--- src/rtl/aer_event_receiver.sv ---
// rtl/aer_event_receiver.sv - 4-phase AER receiver: REQ synchroniser, ACK handshake FSM, event FIFO
module aer_event_receiver #(
  parameter int AER_ADDR_BITS = 10,
  parameter int FIFO_DEPTH    = 8,
  parameter int SYNC_STAGES   = 2,
  parameter int CNT_BITS      = 16
) (
  input  logic                           CLK,
  input  logic                           RST,
  input  logic [AER_ADDR_BITS-1:0]       AERIN_ADDR,
  input  logic                           AERIN_REQ,
  output logic                           AERIN_ACK,
  output logic [AER_ADDR_BITS-1:0]       EVENT_ADDR,
  output logic                           EVENT_VALID,
  input  logic                           EVENT_READY,
  input  logic                           FLUSH,
  output logic [$clog2(FIFO_DEPTH):0]    FIFO_COUNT,
  output logic [CNT_BITS-1:0]            EVENT_CNT
);

  localparam int PTR_BITS = $clog2(FIFO_DEPTH);
  localparam logic [PTR_BITS:0] PTR_ONE = 1;
  localparam logic [CNT_BITS-1:0] CNT_ONE = 1;

  typedef enum logic {IDLE, ACK_HI} state_t;

  state_t                    state;
  logic [SYNC_STAGES-1:0]    req_sync;
  logic                      req_s;
  logic [AER_ADDR_BITS-1:0]  mem [FIFO_DEPTH];
  logic [PTR_BITS:0]         wr_ptr;
  logic [PTR_BITS:0]         rd_ptr;
  logic                      full;
  logic                      empty;
  logic                      push;
  logic                      pop;

  assign req_s = req_sync[SYNC_STAGES-1];
  assign empty = (wr_ptr == rd_ptr);
  assign full  = (wr_ptr[PTR_BITS] != rd_ptr[PTR_BITS]) &&
                 (wr_ptr[PTR_BITS-1:0] == rd_ptr[PTR_BITS-1:0]);
  // Full is checked while IDLE, so a handshake simply waits until a pop frees a slot.
  assign push  = (state == IDLE) && req_s && !full;
  assign pop   = !empty && EVENT_READY;

  assign EVENT_ADDR  = mem[rd_ptr[PTR_BITS-1:0]];
  assign EVENT_VALID = !empty;
  assign FIFO_COUNT  = wr_ptr - rd_ptr;

  always_ff @(posedge CLK or posedge RST) begin
    if (RST) begin
      req_sync <= '0;
    end else begin
      req_sync <= {req_sync[SYNC_STAGES-2:0], AERIN_REQ};
    end
  end

  // FLUSH deliberately leaves the handshake alone so the sender can always finish its cycle.
  always_ff @(posedge CLK or posedge RST) begin
    if (RST) begin
      state     <= IDLE;
      AERIN_ACK <= 1'b0;
    end else begin
      case (state)
        IDLE: begin
          if (push) begin
            AERIN_ACK <= 1'b1;
            state     <= ACK_HI;
          end
        end
        ACK_HI: begin
          if (!req_s) begin
            AERIN_ACK <= 1'b0;
            state     <= IDLE;
          end
        end
        default: begin
          AERIN_ACK <= 1'b0;
          state     <= IDLE;
        end
      endcase
    end
  end

  always_ff @(posedge CLK or posedge RST) begin
    if (RST) begin
      wr_ptr    <= '0;
      rd_ptr    <= '0;
      EVENT_CNT <= '0;
      for (int i = 0; i < FIFO_DEPTH; i++) mem[i] <= '0;
    end else if (FLUSH) begin
      wr_ptr    <= '0;
      rd_ptr    <= '0;
      EVENT_CNT <= '0;
    end else begin
      if (push) begin
        mem[wr_ptr[PTR_BITS-1:0]] <= AERIN_ADDR;
        wr_ptr <= wr_ptr + PTR_ONE;
        if (EVENT_CNT != '1) EVENT_CNT <= EVENT_CNT + CNT_ONE;
      end
      if (pop) rd_ptr <= rd_ptr + PTR_ONE;
    end
  end

endmodule

--- config.mk ---
export PLATFORM = sky130hd
export DESIGN_NAME = aer_event_receiver
export DESIGN_NICKNAME = d
export VERILOG_FILES = /design/src/rtl/aer_event_receiver.sv
export SDC_FILE = /design/constraint.sdc
export NUM_CORES = 1
export LEC_CHECK = 0
export ABC_AREA = 1
export CORE_ASPECT_RATIO = 2
export CORE_UTILIZATION = 45
export CTS_CLUSTER_DIAMETER = 100
export CTS_CLUSTER_SIZE = 16
export DETAILED_ROUTE_END_ITERATION = 10
export PLACE_DENSITY = 0.63
export SLEW_MARGIN = 20
export SYNTH_ARGS = -nofsm -noshare
export SYNTH_HDL_FRONTEND = slang
export SYNTH_SLANG_ARGS = --single-unit
--- constraint.sdc ---
create_clock -name CLK -period 9.95 [get_ports CLK]
set_input_delay 1.99 -clock CLK [delete_from_list [all_inputs] [get_ports CLK]]
set_output_delay 1.99 -clock CLK [all_outputs]
set_load 0.05 [all_outputs]
==> results.sh <==
export IMPL_placed_cell_area_um2=6090
export IMPL_ctsHoldBuffers=0
export IMPL_drv_slew=0
export IMPL_startpoint_type="flip-flop"
export IMPL_synth_edf_count=0
export IMPL_grt_first_pass_wirelength_um=24700
export IMPL_worstPathMaxFanout=45
export IMPL_seq_area_um2=2700
export IMPL_syn_avg_cell_area_um2=7.37
export IMPL_fin_nets=803
export IMPL_p_per_area_nw_per_um2=243
export IMPL_cp_required_ns=7.96
export IMPL_drc=0
export IMPL_tightest_slew_ns=1.05
export IMPL_boundaryPins=47
export IMPL_avgViaCountPerCell=5.41
export IMPL_io_buffers=46
export IMPL_route_vias_total=5052
export IMPL_path_cells="buf_4 -> clkinv_1 -> o21ai_0 -> o22ai_1 -> nand2_1 -> nand2_1 -> clkdlybuf4s50_1"
export IMPL_routed_wl_um=15300
export IMPL_first_iter_violations=284
export IMPL_p_leak_nw=3.25
export IMPL_dieArea_um2=12900
export IMPL_htree_levels=3
export IMPL_fmax_mhz=180
export IMPL_routedWlPerCell_um=16.4
export IMPL_hp_class="flip-flop to flip-flop"
export IMPL_critPathKind="flip-flop to output port"
export IMPL_cap_violations=0
export IMPL_rows=57
export IMPL_status="finished clean"
export IMPL_gr_usage_all_layers_pct=25.6
export IMPL_syn_area_um2=5590
export IMPL_die_h_um=160
export IMPL_grt_pass1_vias=4783
export IMPL_grt_overflow=0
export IMPL_ir_drop_mv=0.204
export IMPL_ys_ff_latch=108
export IMPL_clk_pin_slew_ns=0.07
export IMPL_yosysTopAreaCell="dfrtp_1"
export IMPL_fp_coreArea_um2=12100
export IMPL_clock_sink_count=108
export IMPL_die_w_um=80.8
export IMPL_cp_num_buf_inv=3
export IMPL_syn_nets=780
export IMPL_seq_area_frac_synth_pct=48.4
export IMPL_slowest_delay_ns=0.95
export IMPL_crit_top_cell="nand2_1"
export IMPL_ys_async_sr_fraction_pct=100
export IMPL_worst_path_max_delay_cell="clkinv_1"
export IMPL_synthFlopType="dfrtp_1"
export IMPL_post_cts_buffers=0
export IMPL_detail_route_antenna_nets=0
export IMPL_multi_input_area_um2=2550
export IMPL_tns_ns=0
export IMPL_rsz0062_at_grt="false"
export IMPL_clockBufferDepth=2
export IMPL_cts_resized=0
export IMPL_ys_warnings_count=0
export IMPL_slew_headroom_pct=29.8
export IMPL_crit_family="buffers and inverters"
export IMPL_ys_top_cells_by_count="nand2_1 (290), dfrtp_1 (108), nand3_1 (87)"
export IMPL_hold_viol_final=0
export IMPL_clock_skew_final_ns=0.00895
export IMPL_dr_pass1_iters=5
export IMPL_synth_most_common_cell="nand2_1"
export IMPL_syn_to_final_growth_pct=14.5
export IMPL_insertedDiodeCount=0
export IMPL_insertion_delay_ns=0.36
export IMPL_cts_buffers=9
export IMPL_cts_root_buf="clkbuf_16"
export IMPL_final_area_um2=6400
export IMPL_fin_crit_ns=5.55
export IMPL_fin_crit_sh_pct=55.8
export IMPL_grt_max_degree=80
export IMPL_fill_cells=1222
export IMPL_p_total_mw=1.55
export IMPL_cp_arrival_ns=3.56
export IMPL_routabilityCongestion=0.909
export IMPL_cts_tree="done"
export IMPL_post_synth_num_cell_types=29
export IMPL_setup_viol=0
export IMPL_crit_path_end_kind="output port"
export IMPL_drive_gt1_share_pct=5.85
export IMPL_place_hpwl_um=10600
export IMPL_synth_top_area_share_pct=48.4
export IMPL_start_util_pct=46.1
export IMPL_antenna_found_initial=0
export IMPL_netlist_instances=758
export IMPL_synthTopCellsByArea="dfrtp_1 (48%), nand2_1 (19%), nand3_1 (7.8%)"
placed cells by master, fill, tap and decap left out, types with 2 or more instances in the layout:
master	Yosys	routed
a21oi_1	2	2
nand3_1	87	87
xnor2_1	2	2
inv_1	27	25
o22ai_1	20	20
nand2_1	290	290
nor3_1	2	2
nor2_1	73	73
dfrtp_1	108	108
inv_2	6	6
xor2_1	3	3
nand2_2	8	8
buf_4	1	10
clkdlybuf4s50_1	0	46
nand3b_1	2	2
nor2_2	3	3
clkbuf_16	0	9
inv_6	0	2
clkinvlp_4	0	2
ha_1	6	6
o21ai_0	60	60
nand4_1	3	3
o21ai_1	6	6
flip-flops by register name, indices dropped and copies added (netlist names):
register   count
AERIN_ACK      1
EVENT_CNT     16
mem           80
rd_ptr         4
req_sync       2
state          1
wr_ptr         4
per-layer routing:
layer  global-route usage [%]  vias up  share of wire, %
li1                         -     2483                 -
met1                     28.6     2359                38
met2                     46.0      172                54
met3                     4.18       38               4.7
met4                     11.6        0               3.4
met5                        0        -                 0
metrics by stage:
step / std cells / setup slack, ns / utilization, % / hold WS (ns)
after floorplan: 758 / 5.11 / - / 0.331
after global placement: 916 / 4.92 / 50.3 / 0.338
after detailed placement: 916 / 4.87 / 50.3 / 0.337
after CTS: 932 / 4.49 / 52.5 / 0.353
after global routing: 933 / 4.17 / 52.8 / 0.364
final: 933 / 4.40 / 52.8 / 0.353
path summary, 6_finish.rpt:
check	from	to	slack, ns	cells past startpoint
worst max-delay path	rd_ptr[0]	EVENT_ADDR[7]	4.40	7
worst min-delay path	req_sync[0]	req_sync[1]	0.35	0
worst max register to register	rd_ptr[1]	mem[35]	6.10	11
worst min register to register	req_sync[0]	req_sync[1]	0.35	0
max in group asynchronous	RST	mem[23]	6.96	4
min in group asynchronous	RST	mem[7]	1.98	2
cell families (layout without fill, tap and decap cells):
family	after synthesis	after routing	share of synthesized area (%)
AOI/OAI and AO/OA	90	90	8.60
xor gates and xnor gates	5	5	0.784
adders and majority gates	7	7	1.70
buffers and inverters	78	106	6.05
DFF	108	108	48.4
and+or+nand+nor	470	470	34.5
where the power goes:
part	switching, mW	internal, mW
clock network	0.168	0.172
registers	0.0522	0.498
logic	0.454	0.210
total	0.674	0.880
area by class of cell:
type / count / area share [%]
sequential: 108 / 42.2
multi-input combinational: 572 / 39.8
timing repair buffer: 57 / 8.80
clock buffer: 10 / 3.58
tap: 147 / 2.88
inverter: 33 / 1.98
clock inverter: 6 / 0.724
No activity file was read; power rests on OpenSTA's default activity.
